==> config.mk <==
export PLATFORM = sky130hd
export DESIGN_NAME = axis_m_pkt
export DESIGN_NICKNAME = d
export VERILOG_FILES = /design/src/rtl/axis_m_pkt.sv
export SDC_FILE = /design/constraint.sdc
export NUM_CORES = 1
export LEC_CHECK = 0
export BUFFER_PORTS_ARGS = -buffer_cell sky130_fd_sc_hd__buf_2
export CAP_MARGIN = 20
export CELL_PAD_IN_SITES_DETAIL_PLACEMENT = 1
export CELL_PAD_IN_SITES_GLOBAL_PLACEMENT = 2
export CORE_MARGIN = 2
export CORE_UTILIZATION = 39
export CTS_CLUSTER_SIZE = 10
export DETAILED_ROUTE_END_ITERATION = 8
export GPL_ROUTABILITY_DRIVEN = 1
export PLACE_DENSITY = 0.84
export SLEW_MARGIN = 20
export SYNTH_ARGS = -nofsm -noshare
export SYNTH_HDL_FRONTEND = slang
export SYNTH_SLANG_ARGS = --single-unit
export TNS_END_PERCENT = 10
==> constraint.sdc <==
create_clock -name clk -period 6.72 [get_ports clk]
set_input_delay 1.008 -clock clk [delete_from_list [all_inputs] [get_ports clk]]
set_output_delay 1.008 -clock clk [all_outputs]
set_load 0.01 [all_outputs]
==> src/rtl/axis_m_pkt.sv <==
// Internal ready/valid source to AXI4-Stream master adapter.
// Frames packets by programmable beat count or early last_in, drives AXIS from a 2-entry skid.
module axis_m_pkt #(
  parameter int unsigned WIDTH = 32,
  parameter int unsigned LEN_W = 16,
  parameter int unsigned CNT_W = 16
) (
  input  logic             clk,
  input  logic             rst_n,
  input  logic [LEN_W-1:0] pkt_len,
  input  logic             valid_in,
  input  logic [WIDTH-1:0] data_in,
  input  logic             last_in,
  output logic             ready_out,
  output logic [WIDTH-1:0] m_axis_tdata,
  output logic             m_axis_tvalid,
  output logic             m_axis_tlast,
  input  logic             m_axis_tready,
  output logic [CNT_W-1:0] pkt_count
);

  typedef enum logic [1:0] {StEmpty, StOne, StFull} skid_e;

  skid_e            state_q, state_d;
  logic [WIDTH-1:0] data0_q, data0_d, data1_q, data1_d;
  logic             last0_q, last0_d, last1_q, last1_d;
  logic             valid_q, valid_d, ready_q, ready_d;
  logic [LEN_W-1:0] cnt_q, cnt_d, len_q, len_d, eff_len;
  logic [CNT_W-1:0] pkt_q, pkt_d;
  logic             accept, emit, beat_last;

  assign accept = valid_in & ready_q;
  assign emit   = valid_q & m_axis_tready;

  // Framing: length is latched on the first beat so mid-packet pkt_len changes are ignored.
  always_comb begin
    cnt_d     = cnt_q;
    len_d     = len_q;
    eff_len   = (cnt_q == '0) ? pkt_len : len_q;
    beat_last = last_in | ((eff_len != '0) & (cnt_q == eff_len - LEN_W'(1)));
    if (accept) begin
      if (cnt_q == '0) begin
        len_d = pkt_len;
      end
      if (beat_last) begin
        cnt_d = '0;
      end else if (!(&cnt_q)) begin
        cnt_d = cnt_q + LEN_W'(1);
      end
    end
  end

  always_comb begin
    state_d = state_q;
    data0_d = data0_q;
    last0_d = last0_q;
    data1_d = data1_q;
    last1_d = last1_q;
    unique case (state_q)
      StEmpty: begin
        if (accept) begin
          data0_d = data_in;
          last0_d = beat_last;
          state_d = StOne;
        end
      end
      StOne: begin
        if (accept && emit) begin
          data0_d = data_in;
          last0_d = beat_last;
        end else if (accept) begin
          data1_d = data_in;
          last1_d = beat_last;
          state_d = StFull;
        end else if (emit) begin
          state_d = StEmpty;
        end
      end
      StFull: begin
        if (emit) begin
          data0_d = data1_q;
          last0_d = last1_q;
          state_d = StOne;
        end
      end
      default: state_d = StEmpty;
    endcase
    valid_d = (state_d != StEmpty);
    ready_d = (state_d != StFull);
  end

  always_comb begin
    pkt_d = pkt_q;
    if (emit && last0_q) begin
      pkt_d = pkt_q + CNT_W'(1);
    end
  end

  always_ff @(posedge clk or negedge rst_n) begin
    if (!rst_n) begin
      state_q <= StEmpty;
      data0_q <= '0;
      last0_q <= 1'b0;
      data1_q <= '0;
      last1_q <= 1'b0;
      valid_q <= 1'b0;
      ready_q <= 1'b0;
      cnt_q   <= '0;
      len_q   <= '0;
      pkt_q   <= '0;
    end else begin
      state_q <= state_d;
      data0_q <= data0_d;
      last0_q <= last0_d;
      data1_q <= data1_d;
      last1_q <= last1_d;
      valid_q <= valid_d;
      ready_q <= ready_d;
      cnt_q   <= cnt_d;
      len_q   <= len_d;
      pkt_q   <= pkt_d;
    end
  end

  assign ready_out     = ready_q;
  assign m_axis_tdata  = data0_q;
  assign m_axis_tvalid = valid_q;
  assign m_axis_tlast  = last0_q;
  assign pkt_count     = pkt_q;

endmodule

==> results of run 1 <==
==> state kept, by name (all words and copies together) (netlist names) <==
name / count
m_axis_tdata: 32
data1_q: 32
m_axis_tlast: 1
state_q: 2
ready_out: 1
m_axis_tvalid: 1
last1_q: 1
len_q: 16
cnt_q: 16
pkt_count: 16
==> final cells by class <==
| type | instances | share of cell area (%) |
|---|---|---|
| Inverter | 9 | 0.445 |
| Sequential cell | 118 | 38.9 |
| Clock buffer | 17 | 5.61 |
| Tap cell | 216 | 3.56 |
| Timing Repair Buffer | 108 | 7.37 |
| Clock inverter | 15 | 2.39 |
| Multi-Input combinational cell | 427 | 41.7 |
==> routing by layer <==
metal  global-route usage (%)  vias to the layer above  wire length, um
li1                         -                     2322                -
met4                     6.63                        0              191
met5                        0                        -                0
met2                     35.2                      105             8680
met3                     5.86                       13              918
met1                     26.6                     2530             7550
==> power by group through the flow <==
stage	Combinational [W]	Sequential, W	Clock (W)
6_report	0.00134	0.00126	0.000946
5_1_grt	0.00148	0.00130	0.000997
4_1_cts	0.00135	0.00126	0.000969
3_5_place_dp	0.00134	0.00126	0
3_3_place_gp	0.00129	0.00124	0
2_1_floorplan	0.000929	0.00124	0
==> cell usage in the layout (no fill, tap or decap), types with 6 or more instances in the layout <==
cell	count
o21ai_0	9
a21oi_1	39
clkbuf_16	17
dfrtp_1	118
xnor2_1	33
nand3_1	15
xor2_1	17
buf_2	102
nor2_1	54
nand4_1	13
mux2_2	51
mux2i_1	44
and3_1	10
inv_6	6
nor3_1	15
nand2b_1	7
nor3_2	11
or3_1	7
nand2_1	26
inv_1	9
nor4_1	15
==> worst max-delay path: cells and delay by family, from the launching register on <==
family | cells | cell delay (ns)
adders and majority gates | 2 | 0.50
muxes | 2 | 0.50
and+or+nand+nor | 7 | 2.87
AOI/OAI and AO/OA | 2 | 0.35
buffers and inverters | 2 | 0.35
DFF | 1 | 0.41
==> kinds of logic (layout without fill, tap and decap cells) <==
kind of cell / count (synthesis) / in the layout / synth area share [%]
AOI/OAI and AO/OA: 76 / 76 / 7.37
xor gates and xnor gates: 50 / 50 / 6.97
adders and majority gates: 4 / 4 / 0.796
buffers and inverters: 40 / 149 / 2.97
DFF: 118 / 118 / 47.0
muxes: 95 / 95 / 16.1
and+or+nand+nor: 202 / 202 / 18.8
==> per-stage QoR <==
step | cells | hold WS (ns) | util [%]
CTS | 909 | 0.472 | 47.8
detailed placement | 877 | 0.459 | 44.0
global route | 910 | 0.501 | 47.9
finish | 910 | 0.465 | 47.9
global placement | 877 | 0.459 | 44.0
floorplan | 585 | 0.479 | -
==> worst max-delay path by stage <==
stage | depth (start not counted) | to | startpoint
after floorplan | 16 | cnt_q[10] | cnt_q[0]
after global routing | 15 | cnt_q[12] | cnt_q[1]
after detailed placement | 14 | cnt_q[4] | cnt_q[0]
after global placement | 14 | cnt_q[4] | cnt_q[0]
final | 15 | cnt_q[12] | cnt_q[0]
after CTS | 14 | cnt_q[4] | cnt_q[0]
==> summary.txt, run 1 <==
STA
  • Final min period: 5.15 ns
  • Clock skew: 0.00742 ns
  • Setup TNS: 0 ns
  • Setup ws final: 1.57 ns
  • Slew margin rel.: 40.1%
  • RSZ-0062 raised after global routing: false
  • Slew @ Worst Pin: 0.898 ns
  • Peak Freq: 194 MHz
  • Slew Limit Fails: 0
  • Setup Viol. Count Final: 0
  • Tcrit/Tclk final: 76.7%
  • Final hold vios: 0

Power and ir drop
  • P_int: 0.00218 W
  • Worst VDD drop: 220 uV
  • Pwr/cell area: 467 nW/um2
  • Tot Pwr: 0.00354 W
  • Clk network pwr share: 26.7%
  • P_leak: 3.23 nW
  • Switching part of the total power: 38.5%
  • Switch Pwr: 0.00136 W
  • Comb pwr share: 37.7%
  • Register share of total power: 35.6%

Clock network
  • Worst-path clk slew: 0.06 ns
  • Setup Buffers After CTS: 0
  • Root Buffer: clkbuf_16
  • Hold Buf Count CTS: 0
  • Clock Sinks: 118
  • CTS resizes: 0
  • Number of H-tree levels: 4
  • Clk buf depth: 2
  • Num CTS Buffers: 17
  • CTS tree: done
  • Worst skew pair latency: 0.42 ns

Placement
  • Setup slack at placement: 1.32 ns
  • Hpwl dp: 12.0 mm
  • PortBufs: 103
  • Area of placed instances: 6970 um2
  • Routability cong.: 0.921

Synthesis
  • Netlist cell types: 58
  • Count leader, synth: dfrtp_1
  • Synth Net Count: 642
  • Synth Warn #: 0
  • Largest cells by area after synthesis: dfrtp_1 47%, mux2_2 9.1%, mux2i_1 7.0%
  • EDFF count, synth: 0
  • Mapped Cells: 585
  • Synth Register Bits: 118
  • Synth cell count leaders: 118 x dfrtp_1, 54 x nor2_1, 51 x mux2_2
  • Ys flop type: dfrtp_1
  • Yosys top cell by area: dfrtp_1
  • Synthesized cell area: 6280 um2
  • Post-synthesis sequential area ratio: 47.0%
  • Synth top area share: 47.0%
  • Mean Syn Cell Area: 10.7 um2
  • Asr flop ratio synth: 100%

GRT
  • Global-route wire length before repair: 28.0 mm
  • Global-route usage over all layers: 21.1%
  • Largest net degree at the start of global routing: 69
  • Initial antenna violation count: 0
  • Remaining global-route overflow: 0
  • Number of global-route vias before repair: 5306

Finish
  • Nets: 738
  • Filler cell count: 1772
  • Share of cells above drive strength 1: 31.0%
  • Multi-input logic area: 3160 um2
  • Final Cell Area: 7580 um2
  • FF+latch area: 2950 um2
  • Antenna diodes: 0
  • Area Overhead vs Synth: 20.7%

Worst hold path
  • Hold path cells: 1
  • Worst hold endpoint: pkt_count[15]
  • HP Class: flip-flop to flip-flop
  • Worst hold start: pkt_count[15]

Outcome
  • Status: finished, final reports clean

Setup path
  • Kind of critical path: flip-flop to flip-flop
  • Largest stage delay, worst path: 0.69 ns
  • Critical path arrival: 5.43 ns
  • CP Cell Sequence: inv_1, ha_1, nor4b_4, and4_4, mux2i_1, ha_1, or3b_1, nor4b_1, mux2i_1, a311oi_1, a21oi_1, or4b_4, nor4_4, buf_6, nor3_2
  • Reg2Reg Capture Point: cnt_q[12]
  • Startpoint Class: flip-flop
  • Worst reg2reg path depth: 15
  • R2r setup slk: 1.57 ns
  • Crit-path slowest cell: nor4_4
  • Crit path max fanout: 12
  • FF-to-FF Start: cnt_q[0]
  • Setup crit end kind: flip-flop
  • Critical Path RT: 6.99 ns

Routing
  • Drt wl/cell: 19.1 um
  • DRT iter0 DRCs: 228
  • Vias after detailed routing: 4970
  • Initial DRT Pass Iterations: 4
  • Drc violations: 0
  • Via density: 5.46
  • Antenna viol nets, final: 0
  • WL final: 17.3 mm

Flow run
  • Max-cap violations: 0

Floorplan
  • CORE AREA: 15800 um2
  • Die Height: 131 um
  • Starting Density: 39.7%
  • Die width: 131 um
  • Die area: 17100 um2
  • Site Rows: 46
  • I/O pin total: 104
(Power assumes the default switching activity.)
==> run 2: changes to the inputs <==
- ABC_AREA: unset -> 1
- CORE_UTILIZATION: 39 -> 30
- PLACE_DENSITY: 0.84 -> 0.76
- clock period: 6.72 -> 4.7 ns (I/O delays scaled with it)
==> summary.txt, run 2 <==
Floorplan
  • I/O pin total: 104
  • Die width: 152 um
  • CORE AREA: 21700 um2
  • Site Rows: 54
  • Die area: 23200 um2
  • Die Height: 152 um
  • Starting Density: 30.4%

Clock network
  • Number of H-tree levels: 4
  • Clk buf depth: 2
  • CTS resizes: 0
  • Num CTS Buffers: 17
  • Root Buffer: clkbuf_16
  • Clock Sinks: 118
  • Worst skew pair latency: 0.42 ns
  • Hold Buf Count CTS: 0
  • Setup Buffers After CTS: 0
  • CTS tree: done
  • Worst-path clk slew: 0.06 ns

Synthesis
  • Synth cell count leaders: 300 x nand2_1, 118 x dfrtp_1, 78 x nor2_1
  • Synthesized cell area: 6590 um2
  • Synth top area share: 44.8%
  • Synth Register Bits: 118
  • EDFF count, synth: 0
  • Ys flop type: dfrtp_1
  • Post-synthesis sequential area ratio: 44.8%
  • Count leader, synth: nand2_1
  • Asr flop ratio synth: 100%
  • Mapped Cells: 850
  • Netlist cell types: 31
  • Synth Warn #: 0
  • Synth Net Count: 907
  • Yosys top cell by area: dfrtp_1
  • Mean Syn Cell Area: 7.76 um2
  • Largest cells by area after synthesis: dfrtp_1 45%, nand2_1 17%, xor2_1 4.5%

Power and ir drop
  • Pwr/cell area: 682 nW/um2
  • P_leak: 4.00 nW
  • Worst VDD drop: 297 uV

Finish
  • Area Overhead vs Synth: 20.0%
  • Core Util, Final: 36.5%
  • Most frequent cells in the layout: 300 x nand2_1, 118 x dfrtp_1, 102 x buf_2, 77 x nor2_1, 57 x inv_1
  • Share of cells above drive strength 1: 21.4%
  • Most common cell after layout, fill and taps aside: nand2_1
  • Filler cell count: 2677
  • Nets: 1000

Setup path
  • Largest stage delay, worst path: 0.54 ns
  • CP Cell Sequence: inv_1, ha_1, inv_1, nor2_1, nand2_1, nor2_2, nand3b_1, nand2_1, ha_1, nand2_1, nor2_4, nand2_1, nand2_1, nand3_1, nand2_1, nor2_1, nand2_1, nor2_2, a21oi_2, nand4_1, nand2_1
  • Setup crit end kind: flip-flop
  • Kind of critical path: flip-flop to flip-flop
  • Crit-path slowest cell: a21oi_2
  • Critical Path RT: 5.05 ns
  • Critical path arrival: 3.85 ns
  • CP most frequent cell: nand2_1
  • Startpoint Class: flip-flop
  • Crit path max fanout: 13

GRT
  • Global-route wire length before repair: 32.2 mm
  • Grt met1 use: 23.1%
  • Met3 GRT Util: 3.27%
  • Initial antenna violation count: 1
  • Met2 Use GR: 28.2%
  • Most Crowded Layer GR: met2
  • Global-route usage over all layers: 17.2%
  • Remaining global-route overflow: 0
  • Largest net degree at the start of global routing: 49
  • Number of global-route vias before repair: 5986

STA
  • Tcrit/Tclk final: 74.3%
  • Setup TNS: 0 ns
  • Setup Viol. Count Final: 0
  • Slew @ Worst Pin: 0.976 ns
  • Slew margin rel.: 34.5%
  • Final hold vios: 0
  • RSZ-0062 raised after global routing: false
  • Slew Limit Fails: 0
  • Peak Freq: 286 MHz
  • Clock skew: 0.0108 ns
  • Final min period: 3.49 ns

Placement
  • PortBufs: 103
  • Hpwl dp: 13.5 mm
  • Routability cong.: 0.762

Routing
  • Drt wl/cell: 15.5 um
  • Antenna viol nets, final: 0
  • Initial DRT Pass Iterations: 6
  • Via density: 4.67
  • Drc violations: 0
  • Vias after detailed routing: 5772
  • DRT iter0 DRCs: 237
  • WL final: 19.1 mm

Worst hold path
  • HP Class: input port to asynchronous set/reset pin

Flow run
  • Max-cap violations: 0

Outcome
  • Status: finished, final reports clean
run 2: cell type report:
class | count | area (um2) | share of cell area (%)
diodes | 1 | 2.50 | 0.0316
clock inverters | 14 | 163 | 2.06
clock buffers | 18 | 439 | 5.55
repair buffers | 113 | 593 | 7.50
inverters | 59 | 221 | 2.80
flip-flops and latches | 118 | 2950 | 37.3
well taps | 280 | 350 | 4.43
multi-input cells | 634 | 3190 | 40.3
run 2: kinds of logic (layout without fill, tap and decap cells):
logic type	after synthesis	in the layout	share of synthesized area [%]
AOI/OAI and AO/OA	62	62	5.52
xor gates and xnor gates	43	43	5.71
adders and majority gates	4	4	0.759
buffers and inverters	98	204	6.87
DFF	118	118	44.8
other	0	1	0
and+or+nand+nor	525	525	36.3
run 2: metal layers:
layer  vias up  share of wire (%)
li1       2892                  -
met3        18                3.2
met4         0                1.3
met2        81                 47
met1      2781                 48
met5         -                  0
run 2: final timing paths:
check	startpoint	endpoint	slack [ns]	cells after the start
max in group asynchronous	rst_n	data1_q[8]	3.39	2
setup reg to reg	cnt_q[0]	cnt_q[5]	1.21	21
setup / recovery	cnt_q[0]	cnt_q[5]	1.21	21
min in group clk	pkt_count[15]	pkt_count[15]	0.47	1
hold / removal	rst_n	len_q[0]	0.34	1
hold reg to reg	pkt_count[15]	pkt_count[15]	0.47	1
run 2: per-stage QoR:
step           instances  hold slack, ns  setup WS (ns)  total power [W]  cell area, um2
2_1_floorplan        850           0.409           1.88          0.00340            6590
3_3_place_gp        1204           0.459           1.24          0.00407            7310
3_5_place_dp        1204           0.451           1.18          0.00411            7310
4_1_cts             1236           0.361           1.16          0.00549            7910
5_1_grt             1236           0.381          0.754          0.00590            7910
6_report            1237           0.340           1.21          0.00540            7910
run 2: worst max-delay path: cells and delay by family (launching register included):
kind / cells / cell delay [ns]
AOI/OAI and AO/OA: 1 / 0.54
and+or+nand+nor: 16 / 1.83
adders and majority gates: 2 / 0.45
buffers and inverters: 2 / 0.18
DFF: 1 / 0.43
run 2: where the power goes:
| part | internal [W] | leakage [nW] | total [W] | switching, W |
|---|---|---|---|---|
| clock network | 0.000809 | 0.289 | 0.00135 | 0.000537 |
| registers | 0.00141 | 1.44 | 0.00166 | 0.000248 |
| logic | 0.000811 | 2.27 | 0.00239 | 0.00158 |
==> run 3: changes to the inputs <==
- clock period: 4.7 -> 3.15 ns (I/O delays scaled with it)
==> summary.txt, run 3 (synthesis gave the netlist of run 2 again) <==
GRT
  • Global-route usage over all layers: 17.5%
  • Global-route wire length before repair: 32.8 mm
  • Initial antenna violation count: 1
  • Remaining global-route overflow: 0
  • Largest net degree at the start of global routing: 65
  • Number of global-route vias before repair: 6230

Clock network
  • CTS tree: done
  • Hold Buf Count CTS: 0
  • Root Buffer: clkbuf_16
  • Clock Sinks: 118
  • Num CTS Buffers: 17
  • Worst-path clk slew: 0.07 ns
  • Number of H-tree levels: 4
  • Clk buf depth: 2
  • Worst skew pair latency: 0.42 ns

Setup path
  • Kind of critical path: flip-flop to flip-flop
  • Setup crit end kind: flip-flop
  • Critical Path RT: 3.45 ns
  • Critical path arrival: 3.23 ns
  • Crit path max fanout: 7
  • Startpoint Class: flip-flop

STA
  • Final min period: 2.93 ns
  • Clock skew: 0.0126 ns
  • Slew margin rel.: 57.3%
  • Peak Freq: 341 MHz
  • Setup ws final: 0.218 ns
  • Setup Viol. Count Final: 0
  • Slew @ Worst Pin: 0.641 ns
  • RSZ-0062 raised after global routing: true
  • Tcrit/Tclk final: 93.1%
  • Final hold vios: 0
  • Slew Limit Fails: 0

Floorplan
  • Starting Density: 30.4%
  • Die area: 23200 um2
  • Die width: 152 um
  • Site Rows: 54
  • CORE AREA: 21700 um2
  • I/O pin total: 104
  • Die Height: 152 um

Power and ir drop
  • Tot Pwr: 0.00851 W
  • Worst VDD drop: 377 uV
  • P_leak: 4.17 nW
  • Pwr/cell area: 1020 nW/um2

Finish
  • Nets: 1032
  • Core Util, Final: 38.4%
  • Most frequent cells in the layout: 292 x nand2_1, 118 x dfrtp_1, 102 x buf_2, 75 x nor2_1, 53 x inv_1
  • Final Cell Area: 8340 um2
  • Area Overhead vs Synth: 26.4%
  • Share of cells above drive strength 1: 26.3%
  • Filler cell count: 2695
  • Most common cell after layout, fill and taps aside: nand2_1

Routing
  • Antenna viol nets, final: 0
  • Vias after detailed routing: 5953
  • Drt wl/cell: 15.7 um
  • Initial DRT Pass Iterations: 4
  • DRT iter0 DRCs: 291
  • Via density: 4.69
  • WL final: 19.9 mm
  • Drc violations: 0

Placement
  • Area of placed instances: 7550 um2
  • Hpwl dp: 14.0 mm
  • Routability cong.: 0.817
  • Setup slack at placement: -0.0516 ns
  • PortBufs: 103

Flow run
  • Max-cap violations: 0

Outcome
  • Status: finished, final reports clean

Worst hold path
  • HP Class: input port to asynchronous set/reset pin
-- run 3: cell count changes in the layout (fill, tap and decap cells not counted), moves of 3 or more --
cell / change
nand3_1: -5
nand3_2: +4
buf_4: +27
inv_6: -4
inv_1: -4
nand2_2: +7
inv_2: +3
buf_12: +3
nor2_4: +3
nand2_1: -8
-- run 3: metal layers --
| layer | wire length, um | up-vias | GRT usage (%) | part of all wire, % |
|---|---|---|---|---|
| met5 | 0 | - | 0 | 0 |
| met4 | 188 | 0 | 4.27 | 0.94 |
| met3 | 500 | 11 | 2.99 | 2.5 |
| met2 | 9600 | 74 | 29.6 | 48 |
| met1 | 9630 | 2898 | 23.4 | 48 |
| li1 | - | 2970 | - | - |
-- run 3: layout make-up --
cell class | count | area, um2 | area share, %
Clock buffer | 18 | 439 | 5.27
Clock inverter | 14 | 166 | 2.00
Antenna cell | 1 | 2.50 | 0.0300
Sequential cell | 118 | 2950 | 35.4
Timing Repair Buffer | 144 | 867 | 10.4
Inverter | 59 | 225 | 2.70
Tap cell | 280 | 350 | 4.20
Multi-Input combinational cell | 635 | 3330 | 40.0
-- run 3: worst max-delay path, stage by stage (launching register included) --
cell     delay, ns
dfrtp_1       0.40
inv_2         0.09
ha_4          0.14
inv_2         0.03
nor2_2        0.08
nand2_2       0.07
nor2_4        0.18
nand2_4       0.10
nand2_1       0.09
nand2_2       0.08
ha_4          0.27
xor2_1        0.14
nand3_1       0.10
nor2_1        0.13
nand2_1       0.07
nor2_1        0.13
nand2_2       0.08
nor2_4        0.15
nand2_2       0.08
nand2_4       0.15
nand2_8       0.11
nand3_2       0.08
nand2_1       0.06
-- run 3: stage by stage --
stage | hold WS [ns] | TNS (ns) | std cells
floorplan | 0.177 | 0 | 850
global placement | 0.457 | 0 | 1231
detailed placement | 0.458 | -0.148 | 1231
CTS | 0.106 | 0 | 1263
global route | 0.126 | -0.578 | 1268
finish | 0.0867 | 0 | 1269
-- run 3: repair_timing --
item / in CTS / in global routing
endpoints found under the setup margin: 13 / 18
pin swaps: 0 / 18
setup buffers: 0 / 4
cloned: 0 / 1
resized for setup: 1 / 33
-- run 3: power by group --
part / switching [W] / internal, W / leakage [nW]
registers: 0.000354 / 0.00211 / 1.44
logic: 0.00255 / 0.00148 / 2.44
clock network: 0.000812 / 0.00121 / 0.288
total: 0.00371 / 0.00479 / 4.17
-- run 3: worst paths after layout --
check                         startpoint       endpoint  slack, ns  cells past startpoint
max in group asynchronous          rst_n     state_q[1]       2.32                      2
hold / removal                     rst_n       len_q[2]       0.09                      1
setup / recovery                cnt_q[1]       cnt_q[4]       0.22                     22
setup reg to reg                cnt_q[1]       cnt_q[4]       0.22                     22
min in group clk              data_in[2]     data1_q[2]       0.26                      3
hold reg to reg            pkt_count[15]  pkt_count[15]       0.47                      1
